[config.mk]
export PLATFORM = sky130hd
export DESIGN_NAME = load_store_unit_flat
export DESIGN_NICKNAME = d
export VERILOG_FILES = /design/src/rtl/load_store_unit_if.sv /design/src/rtl/load_store_unit.sv /design/src/flat_wrapper.sv
export SDC_FILE = /design/constraint.sdc
export NUM_CORES = 1
export LEC_CHECK = 0
export CAP_MARGIN = 20
export CORE_ASPECT_RATIO = 0.7
export CORE_MARGIN = 2
export CORE_UTILIZATION = 29
export DETAILED_ROUTE_END_ITERATION = 16
export PLACE_DENSITY = 0.55
export SETUP_SLACK_MARGIN = 0.1
export SLEW_MARGIN = 40
export SYNTH_ARGS = -nofsm -noshare
export SYNTH_HDL_FRONTEND = slang
export SYNTH_SLANG_ARGS = --single-unit
[constraint.sdc]
create_clock -name clk -period 8.2 [get_ports clk]
set_input_delay 0.82 -clock clk [delete_from_list [all_inputs] [get_ports clk]]
set_output_delay 0.82 -clock clk [all_outputs]
set_load 0.02 [all_outputs]
[src/rtl/load_store_unit_if.sv]
// Request/response and byte-wide RAM signals of the load/store unit.
// The master side drives requests and models the RAM; the slave side is the unit.
interface load_store_unit_if;
    logic        req_valid;
    logic        req_ready;
    logic        req_write;
    logic [2:0]  funct3;
    logic [31:0] addr;
    logic [31:0] wdata;
    logic        rsp_valid;
    logic        rsp_err;
    logic [31:0] rdata;
    logic [31:0] mem_addr;
    logic        mem_we;
    logic [7:0]  mem_wdata;
    logic [7:0]  mem_rdata;

    modport master (
        output req_valid, req_write, funct3, addr, wdata, mem_rdata,
        input  req_ready, rsp_valid, rsp_err, rdata, mem_addr, mem_we, mem_wdata
    );

    modport slave (
        input  req_valid, req_write, funct3, addr, wdata, mem_rdata,
        output req_ready, rsp_valid, rsp_err, rdata, mem_addr, mem_we, mem_wdata
    );
endinterface

[src/rtl/load_store_unit.sv]
// Byte-serial RV32I load/store unit: one request, N bytes on a byte RAM port, one response.
// Optional LSU_MISALIGN_TRAP_EN rejects misaligned halfword/word accesses like an illegal funct3.
module load_store_unit (
    input  logic               clk,
    input  logic               rst_n,
    load_store_unit_if.slave   bus
);

    typedef enum logic [1:0] {IDLE, ACCESS, DONE} state_t;

    state_t      state_q, state_d;
    logic [1:0]  cnt_q, cnt_d;
    logic        err_q, err_d;
    logic [31:0] mem_addr_q, mem_addr_d;
    logic        mem_we_q, mem_we_d;
    logic [7:0]  mem_wdata_q, mem_wdata_d;
    logic [31:0] rdata_q, rdata_d;

    logic        write_q, write_d;
    logic [2:0]  f3_q, f3_d;
    logic [31:0] wdata_q, wdata_d;
    logic [31:0] ld_q, ld_d;

    logic [31:0] ld_raw;
    logic [1:0]  cnt_nxt;
    logic        misalign;
    logic        illegal;

    function automatic logic [1:0] last_idx(input logic [2:0] f3);
        case (f3[1:0])
            2'b00:   last_idx = 2'd0;
            2'b01:   last_idx = 2'd1;
            default: last_idx = 2'd3;
        endcase
    endfunction

    function automatic logic bad_funct3(input logic wr, input logic [2:0] f3);
        if (wr)
            bad_funct3 = !(f3 == 3'b000 || f3 == 3'b001 || f3 == 3'b010);
        else
            bad_funct3 = !(f3 == 3'b000 || f3 == 3'b001 || f3 == 3'b010 ||
                           f3 == 3'b100 || f3 == 3'b101);
    endfunction

    function automatic logic [31:0] extend_load(input logic [2:0] f3, input logic [31:0] raw);
        case (f3)
            3'b000:  extend_load = {{24{raw[7]}}, raw[7:0]};
            3'b001:  extend_load = {{16{raw[15]}}, raw[15:0]};
            3'b100:  extend_load = {24'h000000, raw[7:0]};
            3'b101:  extend_load = {16'h0000, raw[15:0]};
            default: extend_load = raw;
        endcase
    endfunction

`ifdef LSU_MISALIGN_TRAP_EN
    assign misalign = (bus.funct3[1:0] == 2'b01 && bus.addr[0]) ||
                      (bus.funct3[1:0] == 2'b10 && bus.addr[1:0] != 2'b00);
`else
    assign misalign = 1'b0;
`endif

    assign illegal = bad_funct3(bus.req_write, bus.funct3) || misalign;
    assign cnt_nxt = cnt_q + 2'd1;

    // Assembled load word including the byte currently on mem_rdata.
    always_comb begin
        ld_raw = ld_q;
        ld_raw[{cnt_q, 3'b000} +: 8] = bus.mem_rdata;
    end

    always_comb begin
        state_d     = state_q;
        cnt_d       = cnt_q;
        err_d       = err_q;
        mem_addr_d  = mem_addr_q;
        mem_we_d    = mem_we_q;
        mem_wdata_d = mem_wdata_q;
        rdata_d     = rdata_q;
        write_d     = write_q;
        f3_d        = f3_q;
        wdata_d     = wdata_q;
        ld_d        = ld_q;

        case (state_q)
            IDLE: begin
                if (bus.req_valid) begin
                    write_d = bus.req_write;
                    f3_d    = bus.funct3;
                    wdata_d = bus.wdata;
                    err_d   = illegal;
                    cnt_d   = 2'd0;
                    if (illegal) begin
                        state_d = DONE;
                    end else begin
                        state_d     = ACCESS;
                        mem_addr_d  = bus.addr;
                        mem_we_d    = bus.req_write;
                        mem_wdata_d = bus.wdata[7:0];
                    end
                end
            end
            ACCESS: begin
                if (!write_q)
                    ld_d = ld_raw;
                if (cnt_q == last_idx(f3_q)) begin
                    state_d  = DONE;
                    mem_we_d = 1'b0;
                    if (!write_q)
                        rdata_d = extend_load(f3_q, ld_raw);
                end else begin
                    cnt_d       = cnt_nxt;
                    mem_addr_d  = mem_addr_q + 32'd1;
                    mem_wdata_d = wdata_q[{cnt_nxt, 3'b000} +: 8];
                end
            end
            DONE: begin
                state_d = IDLE;
            end
            default: begin
                state_d  = IDLE;
                mem_we_d = 1'b0;
            end
        endcase
    end

    always_ff @(posedge clk or negedge rst_n) begin
        if (!rst_n) begin
            state_q     <= IDLE;
            cnt_q       <= 2'd0;
            err_q       <= 1'b0;
            mem_addr_q  <= 32'h0;
            mem_we_q    <= 1'b0;
            mem_wdata_q <= 8'h00;
            rdata_q     <= 32'h0;
        end else begin
            state_q     <= state_d;
            cnt_q       <= cnt_d;
            err_q       <= err_d;
            mem_addr_q  <= mem_addr_d;
            mem_we_q    <= mem_we_d;
            mem_wdata_q <= mem_wdata_d;
            rdata_q     <= rdata_d;
        end
    end

    // Request fields and load bytes are only meaningful after acceptance.
    always_ff @(posedge clk) begin
        write_q <= write_d;
        f3_q    <= f3_d;
        wdata_q <= wdata_d;
        ld_q    <= ld_d;
    end

    assign bus.req_ready = (state_q == IDLE);
    assign bus.rsp_valid = (state_q == DONE);
    assign bus.rsp_err   = (state_q == DONE) && err_q;
    assign bus.rdata     = rdata_q;
    assign bus.mem_addr  = mem_addr_q;
    assign bus.mem_we    = mem_we_q;
    assign bus.mem_wdata = mem_wdata_q;

endmodule

[src/flat_wrapper.sv]
// flat-port wrapper written by rule: the top's interface ports become plain ports
module load_store_unit_flat 
  (clk, rst_n, bus_req_valid, bus_req_write, bus_funct3, bus_addr, bus_wdata, bus_mem_rdata, bus_req_ready, bus_rsp_valid, bus_rsp_err, bus_rdata, bus_mem_addr, bus_mem_we, bus_mem_wdata);
  load_store_unit_if bus_i ();
  input  logic clk;
  input  logic rst_n;
  input wire logic [$bits(bus_i.req_valid)-1:0] bus_req_valid;
  input wire logic [$bits(bus_i.req_write)-1:0] bus_req_write;
  input wire logic [$bits(bus_i.funct3)-1:0] bus_funct3;
  input wire logic [$bits(bus_i.addr)-1:0] bus_addr;
  input wire logic [$bits(bus_i.wdata)-1:0] bus_wdata;
  input wire logic [$bits(bus_i.mem_rdata)-1:0] bus_mem_rdata;
  output wire logic [$bits(bus_i.req_ready)-1:0] bus_req_ready;
  output wire logic [$bits(bus_i.rsp_valid)-1:0] bus_rsp_valid;
  output wire logic [$bits(bus_i.rsp_err)-1:0] bus_rsp_err;
  output wire logic [$bits(bus_i.rdata)-1:0] bus_rdata;
  output wire logic [$bits(bus_i.mem_addr)-1:0] bus_mem_addr;
  output wire logic [$bits(bus_i.mem_we)-1:0] bus_mem_we;
  output wire logic [$bits(bus_i.mem_wdata)-1:0] bus_mem_wdata;
  assign bus_i.req_valid = bus_req_valid;
  assign bus_i.req_write = bus_req_write;
  assign bus_i.funct3 = bus_funct3;
  assign bus_i.addr = bus_addr;
  assign bus_i.wdata = bus_wdata;
  assign bus_i.mem_rdata = bus_mem_rdata;
  assign bus_req_ready = bus_i.req_ready;
  assign bus_rsp_valid = bus_i.rsp_valid;
  assign bus_rsp_err = bus_i.rsp_err;
  assign bus_rdata = bus_i.rdata;
  assign bus_mem_addr = bus_i.mem_addr;
  assign bus_mem_we = bus_i.mem_we;
  assign bus_mem_wdata = bus_i.mem_wdata;
  load_store_unit u_core (.clk(clk), .rst_n(rst_n), .bus(bus_i));
endmodule
; ---- Yosys cells after proc, flatten, opt, wreduce, memory -nomap -nowiden
; Index checks and enable logic that the tools add are counted.
; Widths: inputs -> output; s select.
[word_totals]
wordCells = 77
regBits = 146
out_inout_bits = 76
input_bits = 79
[classes]
mux = 24
n_bitwise = 2
add_sub_neg = 3
eq_ne = 15
reduce_logical = 19
n_shift = 3
[ops]
columns = cell, count
row1 = $pmux 32 s4, 1
row2 = $mux 32, 3
row3 = $pmux 32 s2, 1
row4 = $add 32x1->32 const B, 1
row5 = $bwmux 32, 1
row6 = $shift 8x7->32 const A, 1
row7 = $shiftx 32x6->8, 1
row8 = $shiftx 8x7->32, 1
row9 = $mux 8, 3
row10 = $pmux 8 s2, 1
row11 = $eq 3x3->1 const B, 4
row12 = $mux 2, 6
row13 = $pmux 2 s2, 3
row14 = $reduce_and 4->1, 2
row15 = $neg 5->7, 1
row16 = $eq 3x1->1 const B, 2
row17 = $logic_not 3->1, 2
row18 = $ne 2x2->1 const B, 3
row19 = $reduce_and 2->1, 3
row20 = $reduce_and 3->1, 2
row21 = $eq 2x1->1 const B, 2
row22 = $logic_not 2->1, 2
row23 = $logic_or 1x1->1, 4
row24 = $mux 1, 4
row25 = other kinds (10), 12

; ---- Logic depth before layout (Yosys ltp)
; Gate-level depths: netlist of run 1.
[logic_depth]
ltp_word = 10
depth_mapped = 10

; ---- Worst setup path before layout of run 1
; OpenSTA, ideal clock, no wires.
[synth_path]
path_kind = in2reg
startpoint = input port bus_req_valid
endpoint = register u_core.mem_wdata_q[2] (netlist: u_core.bus.mem_wdata[2])
arrival_ns = 5.057
slack_ns = 3.014
n_path_buf = 3
stages = 8
path_cell_list = nor3b_1 o21ai_0 and2_1 buf_6 inv_4 buf_12 buf_4 a31oi_2
[synth_between]
elab_chain_cells = 2
[synth_rtl]
columns = element, line_no
row1 = from (decl), flat_wrapper.sv:7  ; input wire logic [$bits(bus_i.req_valid)-1:0] bus_req_valid;
row2 = $ne 2x2->1 (no line), --
row3 = $reduce_and 4->1 (no line), --
row4 = to (signal assigned), load_store_unit.sv:141  ; mem_wdata_q <= mem_wdata_d;
row5 = to (decl), load_store_unit.sv:16  ; logic [7:0] mem_wdata_q, mem_wdata_d;
; No other way between the ends.
; A chain may end at the register's enable or synchronous reset.

; ---- Final worst setup path of run 1
[layout_path]
startpoint = register u_core.cnt_q[0]
endpoint = register u_core.rdata_q[18] (netlist: u_core.bus.rdata[18])
[layout_between]
elab_chain_cells = 4
word_cells_on_any_way = 7
[layout_rtl]
columns = element, line_no
row1 = from (decl), load_store_unit.sv:12  ; logic [1:0] cnt_q, cnt_d;
row2 = from (signal assigned), load_store_unit.sv:137  ; cnt_q <= cnt_d;
row3 = $neg 5->7, load_store_unit.sv:68  ; ld_raw[{cnt_q, 3'b000} +: 8] = bus.mem_rdata;
row4 = $shiftx 8x7->32 or $shift 8x7->32 (tied branches), load_store_unit.sv:68
row5 = $bwmux 32, load_store_unit.sv:68
row6 = $pmux 32 s4, load_store_unit.sv:46  ; case (f3)
row7 = to (signal assigned), load_store_unit.sv:142  ; rdata_q <= rdata_d;
row8 = to (decl), load_store_unit.sv:17  ; logic [31:0] rdata_q, rdata_d;
; Parallel ways exist; a longest one is shown, timed or not.

==> reports/qor.csv, run 1 <==
metric,value,unit
Max VDD drop,0.168,mV
Synth Area in Adders,1.09,%
mux cell area share after synthesis,4.23,%
largest family of logic cells by synthesized area,compound AO/OA/AOI/OAI gates,
Post-CTS Hold Buffers,0,
area delta synth->final,34.3,%
CP Cell Sequence,inv_1 > ha_1 > nor2_1 > a31oi_1 > mux2_2 > o31a_1 > a21oi_1,
num rows,47,
"Clk pin slew, worst setup/hold paths",0.07,ns
clk_lat worst skew,0.42,ns
worst setup path end,u_core.bus.rdata[18],
post-synth top area share,29.8,%
Post-Synth Simple-Gate Area,13.6,%
ANT nets after route,0,
total power,3630,uW
dpl hpwl,13200,um
"Cell Area, Synth",6860,um^2
peak fanout along the critical path,19,
core area,23500,um^2
total number of vias,5355,
number of antenna diodes,0,
Synth area leaders,"edfxtp_1 (30%), dfrtp_1 (28%), a21oi_1 (5.3%), nand2_1 (3.8%), nor2_1 (2.8%)",
DRC,0,
Die Wd,188,um
compound-cell area share of the yosys netlist,17.9,%
normalized max-slew margin,46.9,%
"Seq/Total Area, Yosys",58.2,%
end-of-flow core utilization,39.3,%
synthesized netlist net count,705,
final setup fails,0,
crit path time final,3.23,ns
worst setup path start,u_core.cnt_q[0],
highest cell delay on the worst timing path,0.71,ns
root buffer cell,clkbuf_16,
post-cts resize count,0,
Port Buffer Count,154,
"Req. time, crit path",8.47,ns
Synth Area in XOR/XNOR,0,%
ys flop type,dfrtp_1,
gr usage total,15.9,%
YS warnings,0,
hold crit path type,in -> async,
Setup crit start kind,register,
hold slack,0.375,ns
Tightest Pin Transition,0.785,ns
critical path endpoint category,register,
DR pass1 iterations,5,
Cell variety after synth,59,
1st-iter DRT viols,396,
number of synthesized flops with an enable pin,68,
TritonCTS clock tree,yes,
fin nets,840,
worst-case clock buffer depth,2,
largest net degree at the start of global routing,59,
Initial Util,29.2,%
slowest stage cell on the critical path,ha_1,
synthesized flop and latch total,146,
post-CTS setup buffers,0,
fin crit share,39.4,%
total congestion overflow,0,
internal reg-to-reg setup slack,4.97,ns
"Hold Vio Cnt, Final",0,
die area,24900,um^2
max_cap viols,0,
CP Class,reg -> reg,
first-pass GRT wire length,30500,um
R2R depth,7,
layout cell share with drive strength beyond 1,10.9,%
Critical R2R Launch,u_core.cnt_q[0],
RD Place Congestion,0.742,
CTS buffer count,17,
Die H,133,um
cell taking the most area after synthesis,edfxtp_1,
syn_area_per_cell,11.1,um^2
skew final,0.0123,ns
initial antenna violation count,0,
setup TNS,0,ns
Setup WS post-layout,4.97,ns
Mapped Cells,620,
pwr dens,394,nW/um^2
data arrival time of the worst path,3.49,ns
fmax,310,MHz
clock sink count,146,
Routed WL,19300,um
vias in the first global route,5104,
Avg Vias per Cell,4.93,
status,finished clean,
Final Max Slew Viols,0,
dpl ws,4.57,ns
unrepaired setup endpoints after global routing,false,
"Async S/R FF share, synth",53.4,%
Critical R2R Capture,u_core.bus.rdata[18],
H-Tree Depth,4,
cell leakage power,0.00339,uW
Ports,155,
DR WL/cell,17.8,um
[per-stage QoR]
step           cell area (um^2)  std cells
6_report                   9220       1086
4_1_cts                    9210       1086
2_1_floorplan              6860        620
3_3_place_gp               8630       1054
5_1_grt                    9220       1086
3_5_place_dp               8650       1054
[sequential cells by signal, summed over array words and instances (netlist names)]
name	count
u_core.bus.rdata	32
u_core.cnt_q	2
u_core.wdata_q	32
u_core.state_q	2
u_core.bus.mem_we	1
u_core.bus.mem_wdata	8
u_core.err_q	1
u_core.bus.mem_addr	32
u_core.ld_q	32
u_core.f3_q	3
u_core.write_q	1
[placed cells by master, fill, tap and decap left out, drive strengths merged, types with 7 or more instances in the layout]
master	instances
mux2	8
buf	7
clkbuf	18
nand3	14
clkdlybuf4s50	153
a31oi	13
o22ai	9
nor2	51
o21ai	35
and3	11
a22o	15
nor3	9
nand4	10
and4	8
nand2	69
mux4	8
a21oi	79
dfrtp	78
edfxtp	68
inv	32
[logic make-up after synthesis]
family                   count (synthesis)
AO/OA/AOI/OAI                          186
adder cells (fa/ha/maj)                  6
buffers and inverters                   70
flip-flops                             146
multiplexers                            18
AND/OR/NAND/NOR                        194
[where the power goes]
part           total, uW  internal, uW  switching [uW]
sequential          1290          1060             228
clock                738           403             334
combinational       1610           699             910
[critical path, delay by kind of cell (launching register included)]
kind            cells  cell delay, ns
compound gates      3            1.14
buf+inv             1            0.20
fa+ha+maj           1            0.71
simple gates        1            0.11
mux                 1            0.24
flops               1            0.69
[synth_stat cells, types with 3 or more instances]
master	number
a22o_1	15
inv_1	24
edfxtp_1	68
a21oi_1	73
and3_1	11
nor4_1	3
o41ai_1	3
o22a_1	6
nand4_1	10
nand3_1	14
dfrtp_1	78
buf_1	4
nor3b_1	3
a21oi_2	6
nand2_1	69
a31oi_1	4
nor2b_1	5
o22ai_1	9
and2_1	3
o32ai_1	4
a31oi_2	9
buf_4	3
a41o_1	4
and4_1	8
nor3_1	8
clkbuf_1	31
nor2_1	51
mux4_2	8
ha_1	6
mux2_2	8
o21ai_0	35
[how the worst min path moves through the flow]
stage | slack (ns) | startpoint | depth (start not counted) | to
floorplan | 0.46 | u_core.err_q | 1 | u_core.err_q
global placement | 0.49 | u_core.bus.rdata[5] | 1 | u_core.bus.rdata[5]
detailed placement | 0.49 | u_core.bus.rdata[5] | 1 | u_core.bus.rdata[5]
CTS | 0.39 | rst_n | 1 | u_core.bus.rdata[24]
global route | 0.40 | rst_n | 1 | u_core.bus.rdata[24]
finish | 0.37 | rst_n | 1 | u_core.bus.rdata[24]
[per-layer routing]
| layer | track usage [%] | part of all wire, % | vias to the layer above |
|---|---|---|---|
| met5 | 0 | 0 | - |
| met4 | 4.11 | 0.67 | 0 |
| met3 | 4.14 | 5.3 | 9 |
| met2 | 21.3 | 41 | 153 |
| met1 | 24.9 | 53 | 2614 |
| li1 | - | - | 2579 |
[layout make-up]
cell class / instances / area, um^2
Clock buffer: 18 / 439
Clock inverter: 14 / 118
Fill cell: 2257 / 14200
Inverter: 26 / 100
Multi-Input combinational cell: 404 / 2580
Sequential cell: 146 / 4000
Tap cell: 318 / 398
Timing Repair Buffer: 160 / 1580
Power figures use the tool's default switching activity.
==> run 2, diff against run 1 <==
Settings changed: PLACE_DENSITY 0.55 to 0.57.
Clock period 8.2 ns to 2.7 ns, I/O delays scaled along.
==> reports/qor.csv, run 2 (synthesis gave the netlist of run 1 again) <==
metric,value,unit
status,finished clean,
CTS buffer count,17,
DRC,0,
most frequent cells in the layout,"clkdlybuf4s50_1 (153), dfrtp_1 (77), a21oi_1 (73)",
RD Place Congestion,0.764,
Setup crit start kind,register,
Final Max Slew Viols,0,
root buffer cell,clkbuf_16,
Ports,155,
setup TNS,0,ns
total congestion overflow,0,
normalized max-slew margin,54.6,%
R2R depth,7,
first-pass GRT wire length,30300,um
ANT nets after route,0,
post-CTS setup buffers,0,
Die Wd,188,um
area of the multi-input gates,2570,um^2
"Req. time, crit path",2.98,ns
Tightest Pin Transition,0.681,ns
Avg Vias per Cell,4.90,
worst setup path end,u_core.bus.rdata[23],
CP Cell Sequence,inv_1 > ha_1 > nor2_1 > a31oi_1 > mux2_2 > o31a_1 > a21oi_1,
Initial Util,29.2,%
Port Buffer Count,154,
total number of vias,5413,
Critical R2R Capture,u_core.bus.rdata[23],
crit path time final,2.38,ns
area delta synth->final,37.1,%
Critical R2R Launch,u_core.cnt_q[1],
dpl hpwl,13500,um
clock sink count,146,
slowest stage cell on the critical path,o31a_1,
Non-Filler Instances,1105,
Max VDD drop,0.413,mV
"Hold Vio Cnt, Final",0,
"most common cell after layout, fill and taps aside",clkdlybuf4s50_1,
max_cap viols,0,
Fill cells,2261,
clk_lat worst skew,0.43,ns
worst setup path start,u_core.cnt_q[1],
worst-case clock buffer depth,2,
total power,11400,uW
layout cell share with drive strength beyond 1,12.6,%
num rows,47,
highest cell delay on the worst timing path,0.56,ns
1st-iter DRT viols,358,
hold crit path type,in -> reg,
DR pass1 iterations,5,
Routed WL,19500,um
cell leakage power,0.00351,uW
gr usage total,15.8,%
placed insts,1071,
pwr dens,1210,nW/um^2
unrepaired setup endpoints after global routing,false,
Die H,133,um
fmax,421,MHz
DR WL/cell,17.6,um
final setup fails,0,
fin nets,858,
die area,24900,um^2
initial antenna violation count,1,
core area,23500,um^2
fin crit share,88.1,%
data arrival time of the worst path,2.66,ns
largest net degree at the start of global routing,50,
vias in the first global route,5196,
"Clk pin slew, worst setup/hold paths",0.07,ns
TritonCTS clock tree,yes,
critical path endpoint category,register,
FF+latch area,4000,um^2
min-delay src,bus_wdata[19],
peak fanout along the critical path,16,
internal reg-to-reg setup slack,0.32,ns
H-Tree Depth,4,
skew final,0.0177,ns
CP Class,reg -> reg,
==> run 2: cell types whose count changed in the layout (fill, tap and decap cells not counted), moves of 2 or more <==
cell and delta:
buf_12 +2, buf_4 +15, bufinv_16 +2, clkinv_4 -2
==> run 2: cell type report <==
class / instances / area share (%)
multi-input cells: 404 / 27.3
flip-flops and latches: 146 / 42.5
clock inverters: 12 / 1.53
diodes: 1 / 0.0266
well taps: 318 / 4.23
repair buffers: 178 / 18.6
inverters: 26 / 1.06
clock buffers: 20 / 4.85
==> run 2: report_power, final <==
part	switching, uW	leakage, uW	internal, uW
combinational	2900	0.00170	2240
clock	1010	0.000285	1430
sequential	594	0.00152	3220
==> run 2: critical path, delay by kind of cell (launching register included) <==
family                     cells  cell delay [ns]
AOI/OAI and AO/OA              3             1.04
adders and majority gates      1             0.32
DFF                            1             0.45
muxes                          1             0.23
and+or+nand+nor                1             0.06
buffers and inverters          1             0.13
==> run 2: how the worst min path moves through the flow <==
stage                             endpoint  cells past startpoint  slack (ns)
global placement      u_core.bus.rdata[26]                      1        0.35
detailed placement    u_core.bus.rdata[26]                      1        0.35
finish                  u_core.wdata_q[19]                      1        0.40
floorplan           u_core.bus.mem_addr[0]                      0       -0.03
global route            u_core.wdata_q[29]                      1        0.38
CTS                     u_core.wdata_q[12]                      1        0.37
==> run 2: per-layer routing <==
layer	share of wire, %	vias to the layer above	track usage, %
li1	-	2603	-
met1	52	2622	24.2
met2	41	175	20.9
met3	6.7	13	4.88
met4	0.96	0	4.81
met5	0	-	0
==> run 2: what timing repair did <==
| action | in CTS | in global routing |
|---|---|---|
| resized for setup | 0 | 0 |
| hold endpoints to repair | 44 | 0 |
| hold buffers | 1 | 0 |
==> run 2: per-stage QoR <==
stage / hold slack (ns) / utilization, % / instance area, um^2 / setup WS, ns
final: 0.402 / 40.1 / 9410 / 0.322
after floorplan: -0.0256 / - / 6880 / 0.112
after detailed placement: 0.348 / 37.5 / 8800 / 0.350
after global placement: 0.352 / 37.5 / 8790 / 0.463
after CTS: 0.373 / 40.1 / 9410 / 0.358
after global routing: 0.375 / 40.1 / 9410 / 0.121
==> run 3, diff against run 2 <==
Settings changed: TNS_END_PERCENT from default to 5.
==> reports/qor.csv, run 3 (synthesis gave the netlist of run 1 again) <==
metric,value,unit
TritonCTS clock tree,yes,
critical path endpoint category,register,
layout cell share with drive strength beyond 1,12.4,%
DRC,0,
crit path time final,2.28,ns
first-pass GRT wire length,30100,um
cell leakage power,0.00350,uW
peak fanout along the critical path,16,
ANT nets after route,0,
fin nets,855,
"most common cell after layout, fill and taps aside",clkdlybuf4s50_1,
skew final,0.0106,ns
internal reg-to-reg setup slack,0.42,ns
CP Cell Sequence,inv_1 > ha_1 > nor2b_1 > a31oi_1 > mux2_2 > o31a_2 > a21oi_1,
hold crit path type,in -> async,
DR WL/cell,17.7,um
Final Max Slew Viols,0,
initial antenna violation count,2,
max_cap viols,0,
Die Wd,188,um
H-Tree Depth,4,
1st-iter DRT viols,442,
highest cell delay on the worst timing path,0.43,ns
end-of-flow core utilization,40.0,%
clock sink count,146,
Critical R2R Capture,u_core.bus.rdata[23],
status,finished clean,
CP Class,reg -> reg,
Routed WL,19500,um
DR pass1 iterations,5,
total number of vias,5412,
largest net degree at the start of global routing,42,
Max VDD drop,0.559,mV
Tightest Pin Transition,0.601,ns
normalized max-slew margin,60.0,%
CTS buffer count,17,
Die H,133,um
slowest stage cell on the critical path,o31a_2,
Initial Util,29.2,%
most frequent cells in the layout,"clkdlybuf4s50_1 (153), dfrtp_1 (77), a21oi_1 (73)",
unrepaired setup endpoints after global routing,false,
worst-case clock buffer depth,2,
Ports,155,
data arrival time of the worst path,2.63,ns
vias in the first global route,5163,
pwr dens,1210,nW/um^2
Avg Vias per Cell,4.92,
"Req. time, crit path",3.05,ns
final setup fails,0,
Critical R2R Launch,u_core.cnt_q[0],
placed insts,1068,
number of antenna diodes,0,
gr usage total,15.8,%
core area,23500,um^2
root buffer cell,clkbuf_16,
total power,11400,uW
fin crit share,84.4,%
dpl hpwl,13600,um
R2R depth,7,
placed cell area,8790,um^2
post-route design area,9390,um^2
hold slack,0.379,ns
die area,24900,um^2
fmax,439,MHz
total congestion overflow,0,
"Hold Vio Cnt, Final",0,
Setup crit start kind,register,
Port Buffer Count,154,
area delta synth->final,36.8,%
clk_lat worst skew,0.43,ns
Non-Filler Instances,1101,
num rows,47,
RD Place Congestion,0.748,
"Clk pin slew, worst setup/hold paths",0.07,ns
[run 3: cell types whose count changed in the layout (fill, tap and decap cells not counted), sizes merged]
cell	before	now
clkinv	2	6
buf	24	21
clkbuf	20	18
clkinvlp	3	2
diode	1	0
inv	31	30
[run 3: metal layers]
layer / vias to the layer above / wire length (um) / GRT usage [%]
li1: 2592 / - / -
met1: 2630 / 9860 / 23.7
met2: 175 / 8190 / 21.2
met3: 13 / 1260 / 5.15
met4: 2 / 162 / 4.68
met5: - / 12 / 0
[run 3: how the worst max path moves through the flow]
stage                          startpoint              endpoint  cells after the start
after floorplan           u_core.cnt_q[0]  u_core.bus.rdata[21]                      9
after global placement    u_core.cnt_q[1]  u_core.bus.rdata[28]                      7
after detailed placement  u_core.cnt_q[0]  u_core.bus.rdata[23]                      7
after CTS                 u_core.cnt_q[0]  u_core.bus.rdata[23]                      7
after global routing      u_core.cnt_q[0]  u_core.bus.rdata[24]                      7
final                     u_core.cnt_q[0]  u_core.bus.rdata[23]                      7
[run 3: where the power goes]
part	switching, uW	internal (uW)
Combinational	2890	2260
Sequential	599	3220
Clock	998	1400
Total	4490	6880
[run 3: stage by stage]
stage          worst slack, ns  setup TNS (ns)
6_report                 0.421               0
5_1_grt                  0.270               0
4_1_cts                  0.168               0
3_5_place_dp             0.176               0
3_3_place_gp             0.371               0
2_1_floorplan          -0.0417          -0.417
[run 3: timing repair]
action                     in CTS  in global routing
hold buffers                    1                  0
buffers inserted                0                  0
setup endpoints to repair       0                 16
gates resized for setup         0                  1
hold endpoints to repair       40                  0
[run 3: cell type report]
| type | count | area [um^2] |
|---|---|---|
| Sequential cell | 146 | 4000 |
| Clock buffer | 18 | 439 |
| Inverter | 26 | 100 |
| Timing Repair Buffer | 175 | 1740 |
| Fill cell | 2255 | 14100 |
| Multi-Input combinational cell | 404 | 2570 |
| Tap cell | 318 | 398 |
| Clock inverter | 14 | 150 |
[run 3: critical path: cells and delay by family (launching register included)]
family | cells | cell delay, ns
compound gates | 3 | 0.75
fa+ha+maj | 1 | 0.39
buf+inv | 1 | 0.13
flops | 1 | 0.42
mux | 1 | 0.28
simple gates | 1 | 0.23
